[src/rtl/sram_test_defs.sv]
// Shared definitions for the SRAM test sequencer: FSM encodings and the
// standard data patterns used by pattern sources.
package sram_test_defs;

    localparam int STATE_BITS = 3;

    localparam logic [STATE_BITS-1:0] ST_IDLE      = 3'd0;
    localparam logic [STATE_BITS-1:0] ST_WRITE     = 3'd1;
    localparam logic [STATE_BITS-1:0] ST_READ      = 3'd2;
    localparam logic [STATE_BITS-1:0] ST_READ_WAIT = 3'd3;
    localparam logic [STATE_BITS-1:0] ST_NEXT_PAT  = 3'd4;
    localparam logic [STATE_BITS-1:0] ST_DONE      = 3'd5;

    localparam logic [15:0] PAT_ZEROS       = 16'h0000;
    localparam logic [15:0] PAT_ONES        = 16'hFFFF;
    localparam logic [15:0] PAT_CHECKER     = 16'h5555;
    localparam logic [15:0] PAT_INV_CHECKER = 16'hAAAA;

    function automatic logic state_is_busy(input logic [STATE_BITS-1:0] st);
        return (st != ST_IDLE) && (st != ST_DONE);
    endfunction

endpackage

[src/rtl/addr_counter.sv]
// Memory address counter; wraps by natural overflow, last flags the top address.
module addr_counter #(
    parameter int WIDTH = 20
) (
    input  logic             clk,
    input  logic             reset_n,
    input  logic             inc,
    input  logic             clear,
    output logic [WIDTH-1:0] addr,
    output logic             last
);

    logic [WIDTH-1:0] addr_q;
    logic [WIDTH-1:0] addr_d;

    // NOTE: defaulting every combinational output first is what keeps a latch from being inferred.
    always_comb begin
        addr_d = addr_q;
        if (clear) begin
            addr_d = '0;
        end else if (inc) begin
            addr_d = addr_q + WIDTH'(1);
        end
    end

    // NOTE: state registers use non-blocking assignments so every flop samples pre-edge values.
    always_ff @(posedge clk) begin
        if (!reset_n) begin
            addr_q <= '0;
        end else begin
            addr_q <= addr_d;
        end
    end

    assign addr = addr_q;
    assign last = &addr_q;

endmodule

[src/rtl/sram_test_sequencer.sv]
// Write/read-back SRAM tester: fills memory with each pattern, verifies it,
// stops at the first miscompare and reports pass once the pattern source is exhausted.
module sram_test_sequencer
    import sram_test_defs::*;
#(
    parameter int ADDR_BITS = 20,
    parameter int DATA_BITS = 16
) (
    input  logic                 clk,
    input  logic                 reset_n,
    input  logic                 start,
    input  logic [DATA_BITS-1:0] pattern,
    input  logic                 pattern_done,
    output logic                 pattern_next,
    output logic                 mem_req,
    output logic                 mem_we,
    output logic [ADDR_BITS-1:0] mem_addr,
    output logic [DATA_BITS-1:0] mem_wdata,
    input  logic                 mem_ready,
    input  logic                 mem_rvalid,
    input  logic [DATA_BITS-1:0] mem_rdata,
    output logic                 busy,
    output logic                 pass,
    output logic                 fail,
    output logic [ADDR_BITS-1:0] fail_addr,
    output logic [DATA_BITS-1:0] fail_expected,
    output logic [DATA_BITS-1:0] fail_actual
);

    logic [STATE_BITS-1:0] state_q, state_d;
    logic                  np_wait_q, np_wait_d;
    logic                  pass_q, pass_d;
    logic                  fail_q, fail_d;
    logic [ADDR_BITS-1:0]  fail_addr_q, fail_addr_d;
    logic [DATA_BITS-1:0]  fail_exp_q, fail_exp_d;
    logic [DATA_BITS-1:0]  fail_act_q, fail_act_d;

    logic                  addr_inc;
    logic                  addr_clear;
    logic [ADDR_BITS-1:0]  addr;
    logic                  addr_last;

    addr_counter #(.WIDTH(ADDR_BITS)) u_addr_counter (
        .clk     (clk),
        .reset_n (reset_n),
        .inc     (addr_inc),
        .clear   (addr_clear),
        .addr    (addr),
        .last    (addr_last)
    );

    always_comb begin
        state_d     = state_q;
        np_wait_d   = np_wait_q;
        pass_d      = pass_q;
        fail_d      = fail_q;
        fail_addr_d = fail_addr_q;
        fail_exp_d  = fail_exp_q;
        fail_act_d  = fail_act_q;
        addr_inc    = 1'b0;
        addr_clear  = 1'b0;

        case (state_q)
            ST_IDLE, ST_DONE: begin
                if (start) begin
                    pass_d     = 1'b0;
                    fail_d     = 1'b0;
                    addr_clear = 1'b1;
                    state_d    = ST_WRITE;
                end
            end
            ST_WRITE: begin
                if (mem_ready) begin
                    addr_inc = 1'b1;
                    if (addr_last) state_d = ST_READ;
                end
            end
            ST_READ: begin
                if (mem_ready) state_d = ST_READ_WAIT;
            end
            ST_READ_WAIT: begin
                if (mem_rvalid) begin
                    if (mem_rdata != pattern) begin
                        fail_d      = 1'b1;
                        fail_addr_d = addr;
                        fail_exp_d  = pattern;
                        fail_act_d  = mem_rdata;
                        state_d     = ST_DONE;
                    end else begin
                        addr_inc = 1'b1;
                        state_d  = addr_last ? ST_NEXT_PAT : ST_READ;
                    end
                end
            end
            ST_NEXT_PAT: begin
                // First cycle advances the source, second sees the settled pattern_done.
                if (!np_wait_q) begin
                    np_wait_d = 1'b1;
                end else begin
                    np_wait_d = 1'b0;
                    if (pattern_done) begin
                        pass_d  = 1'b1;
                        state_d = ST_DONE;
                    end else begin
                        addr_clear = 1'b1;
                        state_d    = ST_WRITE;
                    end
                end
            end
            default: state_d = ST_IDLE;
        endcase
    end

    always_ff @(posedge clk) begin
        if (!reset_n) begin
            state_q     <= ST_IDLE;
            np_wait_q   <= 1'b0;
            pass_q      <= 1'b0;
            fail_q      <= 1'b0;
            fail_addr_q <= '0;
            fail_exp_q  <= '0;
            fail_act_q  <= '0;
        end else begin
            state_q     <= state_d;
            np_wait_q   <= np_wait_d;
            pass_q      <= pass_d;
            fail_q      <= fail_d;
            fail_addr_q <= fail_addr_d;
            fail_exp_q  <= fail_exp_d;
            fail_act_q  <= fail_act_d;
        end
    end

    assign mem_req       = (state_q == ST_WRITE) || (state_q == ST_READ);
    assign mem_we        = (state_q == ST_WRITE);
    assign mem_addr      = addr;
    assign mem_wdata     = (state_q == ST_WRITE) ? pattern : '0;
    assign pattern_next  = (state_q == ST_NEXT_PAT) && !np_wait_q;
    assign busy          = state_is_busy(state_q);
    assign pass          = pass_q;
    assign fail          = fail_q;
    assign fail_addr     = fail_addr_q;
    assign fail_expected = fail_exp_q;
    assign fail_actual   = fail_act_q;

endmodule

[config.mk]
export PLATFORM = sky130hd
export DESIGN_NAME = sram_test_sequencer
export DESIGN_NICKNAME = d
export VERILOG_FILES = /design/src/rtl/sram_test_defs.sv /design/src/rtl/addr_counter.sv /design/src/rtl/sram_test_sequencer.sv
export SDC_FILE = /design/constraint.sdc
export NUM_CORES = 1
export LEC_CHECK = 0
export BUFFER_PORTS_ARGS = -buffer_cell sky130_fd_sc_hd__buf_4
export CAP_MARGIN = 20
export CORE_ASPECT_RATIO = 1.4
export CORE_MARGIN = 2
export CORE_UTILIZATION = 55
export CTS_BUF_LIST = sky130_fd_sc_hd__clkbuf_8
export CTS_CLUSTER_DIAMETER = 200
export DETAILED_ROUTE_END_ITERATION = 16
export HOLD_SLACK_MARGIN = 0.03
export PLACE_DENSITY_LB_ADDON = 0.3
export SYNTH_ARGS = -nofsm -noshare
export SYNTH_HDL_FRONTEND = slang
export SYNTH_SLANG_ARGS = --single-unit
export TNS_END_PERCENT = 50
[constraint.sdc]
create_clock -name clk -period 6.08 [get_ports clk]
set_clock_uncertainty 0.2 [all_clocks]
set_input_delay 0.912 -clock clk [delete_from_list [all_inputs] [get_ports clk]]
set_output_delay 0.912 -clock clk [all_outputs]
set_load 0.01 [all_outputs]
==> results.json <==
{
  "outcome": "complete, no violations",
  "hold_path_class": "register to register",
  "syn_avg_cell_area_sq_um": 7.94,
  "grt_max_degree": 58,
  "drc": 0,
  "postSynthNetCount": 491,
  "clock_root_cell": "clkbuf_8",
  "detailedRoute.firstIterationViolations": 278,
  "cp_data_arrival_time_ps": 2110,
  "ioPinCount": 132,
  "power.switching_uw": 247,
  "antenna_violations_before_repair": 0,
  "clkLatencyLatePin_ps": 350,
  "numPlacedInstances": 629,
  "synth_edf_count": 0,
  "worst_hold_path.num_cells": 2,
  "post_synthesis_instance_area_sq_um": 3590,
  "layout-area-overhead-vs-synth_pct": 34.0,
  "crit_chain": "nor2b_1 > nor2b_1 > buf_4 > and2_1 > buf_4",
  "max_transition_viols_final": 0,
  "start_util": 0.574,
  "setup_repair_after_global_routing_missed_its_margin": "no",
  "critical_path.max_fanout": 19,
  "register_clock_pin_slew_on_the_reported_worst_setup_and_hold_paths_ps": 80,
  "final_min_period_over_clock_period": 0.529,
  "core.rowCount": 34,
  "worst-path-stages": 5,
  "critPathSlowestCell": "dfxtp_1",
  "via_count": 3685,
  "vias_in_the_first_global_route": 3346,
  "die_height_um": 99.6,
  "routed_wirelength_mm": 10.2,
  "synth.yosys.seq_area_share": 0.435,
  "timing.slew.headroom": 0.352,
  "worst-r2r-setup-slack_ps": 3280,
  "worstPathBufferInverterCount": 2,
  "max_cap_violations": 0,
  "cts.sinks": 78,
  "cts_made_buffers": 9,
  "yosys_most_used_dff": "dfxtp_1",
  "critical_path.startpoint_type": "register",
  "global_route_wire_length_before_repair_mm": 15.9,
  "critPathCaptureType": "primary output",
  "clock_path_buffers": 2,
  "synth.yosys.warnings": 0,
  "hold_viol_final": 0,
  "dp_hpwl_mm": 7.31,
  "die-area_sq_um": 7200,
  "family_of_cells_with_the_greatest_summed_delay_on_the_critical_path": "simple AND/OR/NAND/NOR gates",
  "power.leakage_uw": 0.00190,
  "coreArea_sq_um": 6250,
  "cts_tree": "done",
  "netlist-cell-type-count": 36,
  "layout.filler_cells": 435,
  "crit_path_max_cell_delay_ps": 560,
  "grt.total_usage": 0.282,
  "worst_slew_pin_slew_ps": 969,
  "grt-ovfl-total": 0,
  "hold_ws_ps": 267,
  "layoutNonFillerInstCount": 646,
  "ant_nets": 0,
  "n_antenna_cell": 0,
  "number_of_cells_on_the_worst_reg_to_reg_path": 7,
  "clock_tree.htree_level_count": 3,
  "timing.fmax_mhz": 311,
  "p_per_area_nw_per_um2": 219,
  "p_sw_frac": 0.235,
  "sequential_cell_fraction_of_total_power": 0.491,
  "post_cts_hold_buffer_count": 0,
  "worst_ep_required_time_ps": 4970,
  "setup-violations-final": 0,
  "final_routed_wire_length_divided_by_cell_count_um": 15.7,
  "yosys_register_bits": 78,
  "finalNetCount": 609,
  "post_cts_resized": 0,
  "post_cts.repair.setup_buffers": 0,
  "fraction_of_final_layout_cells_with_drive_strength_greater_than_1": 0.263,
  "total_negative_setup_slack_ps": 0,
  "number_of_buffers_inserted_by_port_buffering": 131,
  "drt-pass1-iter-count": 5,
  "drt-vias-per-instance": 5.70,
  "worstSetupPathType": "register to primary output",
  "dieWidth_um": 72.3,
  "finalWorstPathRequiredPeriod_ps": 3220,
  "pwr-share-comb": 0.103,
  "clkPwrFrac": 0.406,
  "power.internal_uw": 806,
  "number_of_instances_in_the_synthesized_netlist": 452,
  "vdd_drop_max_mv": 0.213,
  "place.gp.congestion": 0.910,
  "synth_async_sr_flop_share": 0
}
==> worst min-delay path: cells and delay by family (launching register included) <==
kind	cells	cell delay, ps
compound gates	1	60
flops	1	320
simple gates	1	40
==> cell type report <==
type | count | area [sq um] | share of cell area
Multi-Input combinational cell | 341 | 1900 | 0.395
Sequential cell | 78 | 1560 | 0.325
Timing Repair Buffer | 133 | 1010 | 0.210
Clock buffer | 10 | 138 | 0.0286
Tap cell | 72 | 90.1 | 0.0187
Clock inverter | 5 | 83.8 | 0.0174
Inverter | 7 | 26.3 | 0.00546
==> layout by cell type (no fill, tap or decap), types with 5 or more instances in the layout <==
cell | Yosys | routed
a21boi_0 | 53 | 53
a21oi_1 | 25 | 25
and2_1 | 18 | 18
buf_4 | 1 | 132
clkbuf_8 | 0 | 10
dfxtp_1 | 78 | 78
inv_1 | 7 | 7
nand2_1 | 120 | 119
nand3_1 | 14 | 14
nor2_1 | 15 | 14
nor4_1 | 5 | 5
o21ai_0 | 17 | 17
or3_1 | 15 | 15
xor2_1 | 16 | 16
==> registers in the layout (all words and copies together), names as in the netlist <==
signal               cells
u_addr_counter.addr     20
fail                     1
state_q                  3
fail_actual             16
fail_expected           16
np_wait_q                1
pass                     1
fail_addr               20
==> power by group through the flow <==
stage          combinational [uW]  clock, uW  sequential [uW]
2_1_floorplan                55.1          0              527
3_3_place_gp                  105          0              529
3_5_place_dp                  107          0              529
4_1_cts                       108        430              517
5_1_grt                       118        450              517
6_report                      109        428              517
==> per-stage QoR <==
stage / total power (uW) / utilization / cell area, sq um / setup WS, ps
final: 1050 / 0.769 / 4810 / 2860
after global routing: 1090 / 0.769 / 4810 / 2780
after CTS: 1050 / 0.765 / 4780 / 2360
after detailed placement: 636 / 0.729 / 4560 / 2730
after global placement: 633 / 0.729 / 4560 / 2860
after floorplan: 582 / - / 3590 / 3420
==> synth_stat cells, types with 2 or more instances <==
master    number  area [sq um]
nand2_1      120           450
dfxtp_1       78          1560
a21boi_0      53           398
a21oi_1       25           125
clkbuf_1      21          78.8
and2_1        18           113
o21ai_0       17          85.1
xor2_1        16           140
nor2_1        15          56.3
or3_1         15          93.8
nand3_1       14          70.1
inv_1          7          26.3
nor4_1         5          31.3
and3_1         4          25.0
and4_1         4          35.0
nand4_1        4          25.0
nor2b_1        4          25.0
o31ai_1        4          30.0
or4_1          4          30.0
buf_2          3          15.0
xnor2_1        3          26.3
a21o_1         2          15.0
mux2i_1        2          20.0
o22ai_1        2          12.5
==> worst paths after layout <==
| kind | startpoint | end |
|---|---|---|
| max | state_q[0] | mem_wdata[1] |
| min | fail_addr[13] | fail_addr[13] |
| max reg2reg | state_q[0] | u_addr_counter.addr[5] |
| min reg2reg | fail_addr[13] | fail_addr[13] |
==> routing by layer <==
metal,vias up,global-route usage,part of all wire
li1,1775,-,-
met1,1704,0.321,0.38
met3,22,0.0588,0.094
met5,-,0,0
met4,0,0.138,0.031
met2,184,0.491,0.50
==> cell families (layout without fill, tap and decap cells) <==
| family | count (synthesis) | count (layout) | share of synthesized area |
|---|---|---|---|
| compound gates | 110 | 110 | 0.202 |
| xor+xnor | 19 | 19 | 0.0464 |
| fa+ha+maj | 1 | 1 | 0.00349 |
| buf+inv | 33 | 155 | 0.0387 |
| flops | 78 | 78 | 0.435 |
| mux | 2 | 2 | 0.00558 |
| simple gates | 209 | 209 | 0.269 |
Power figures use the tool's default switching activity.
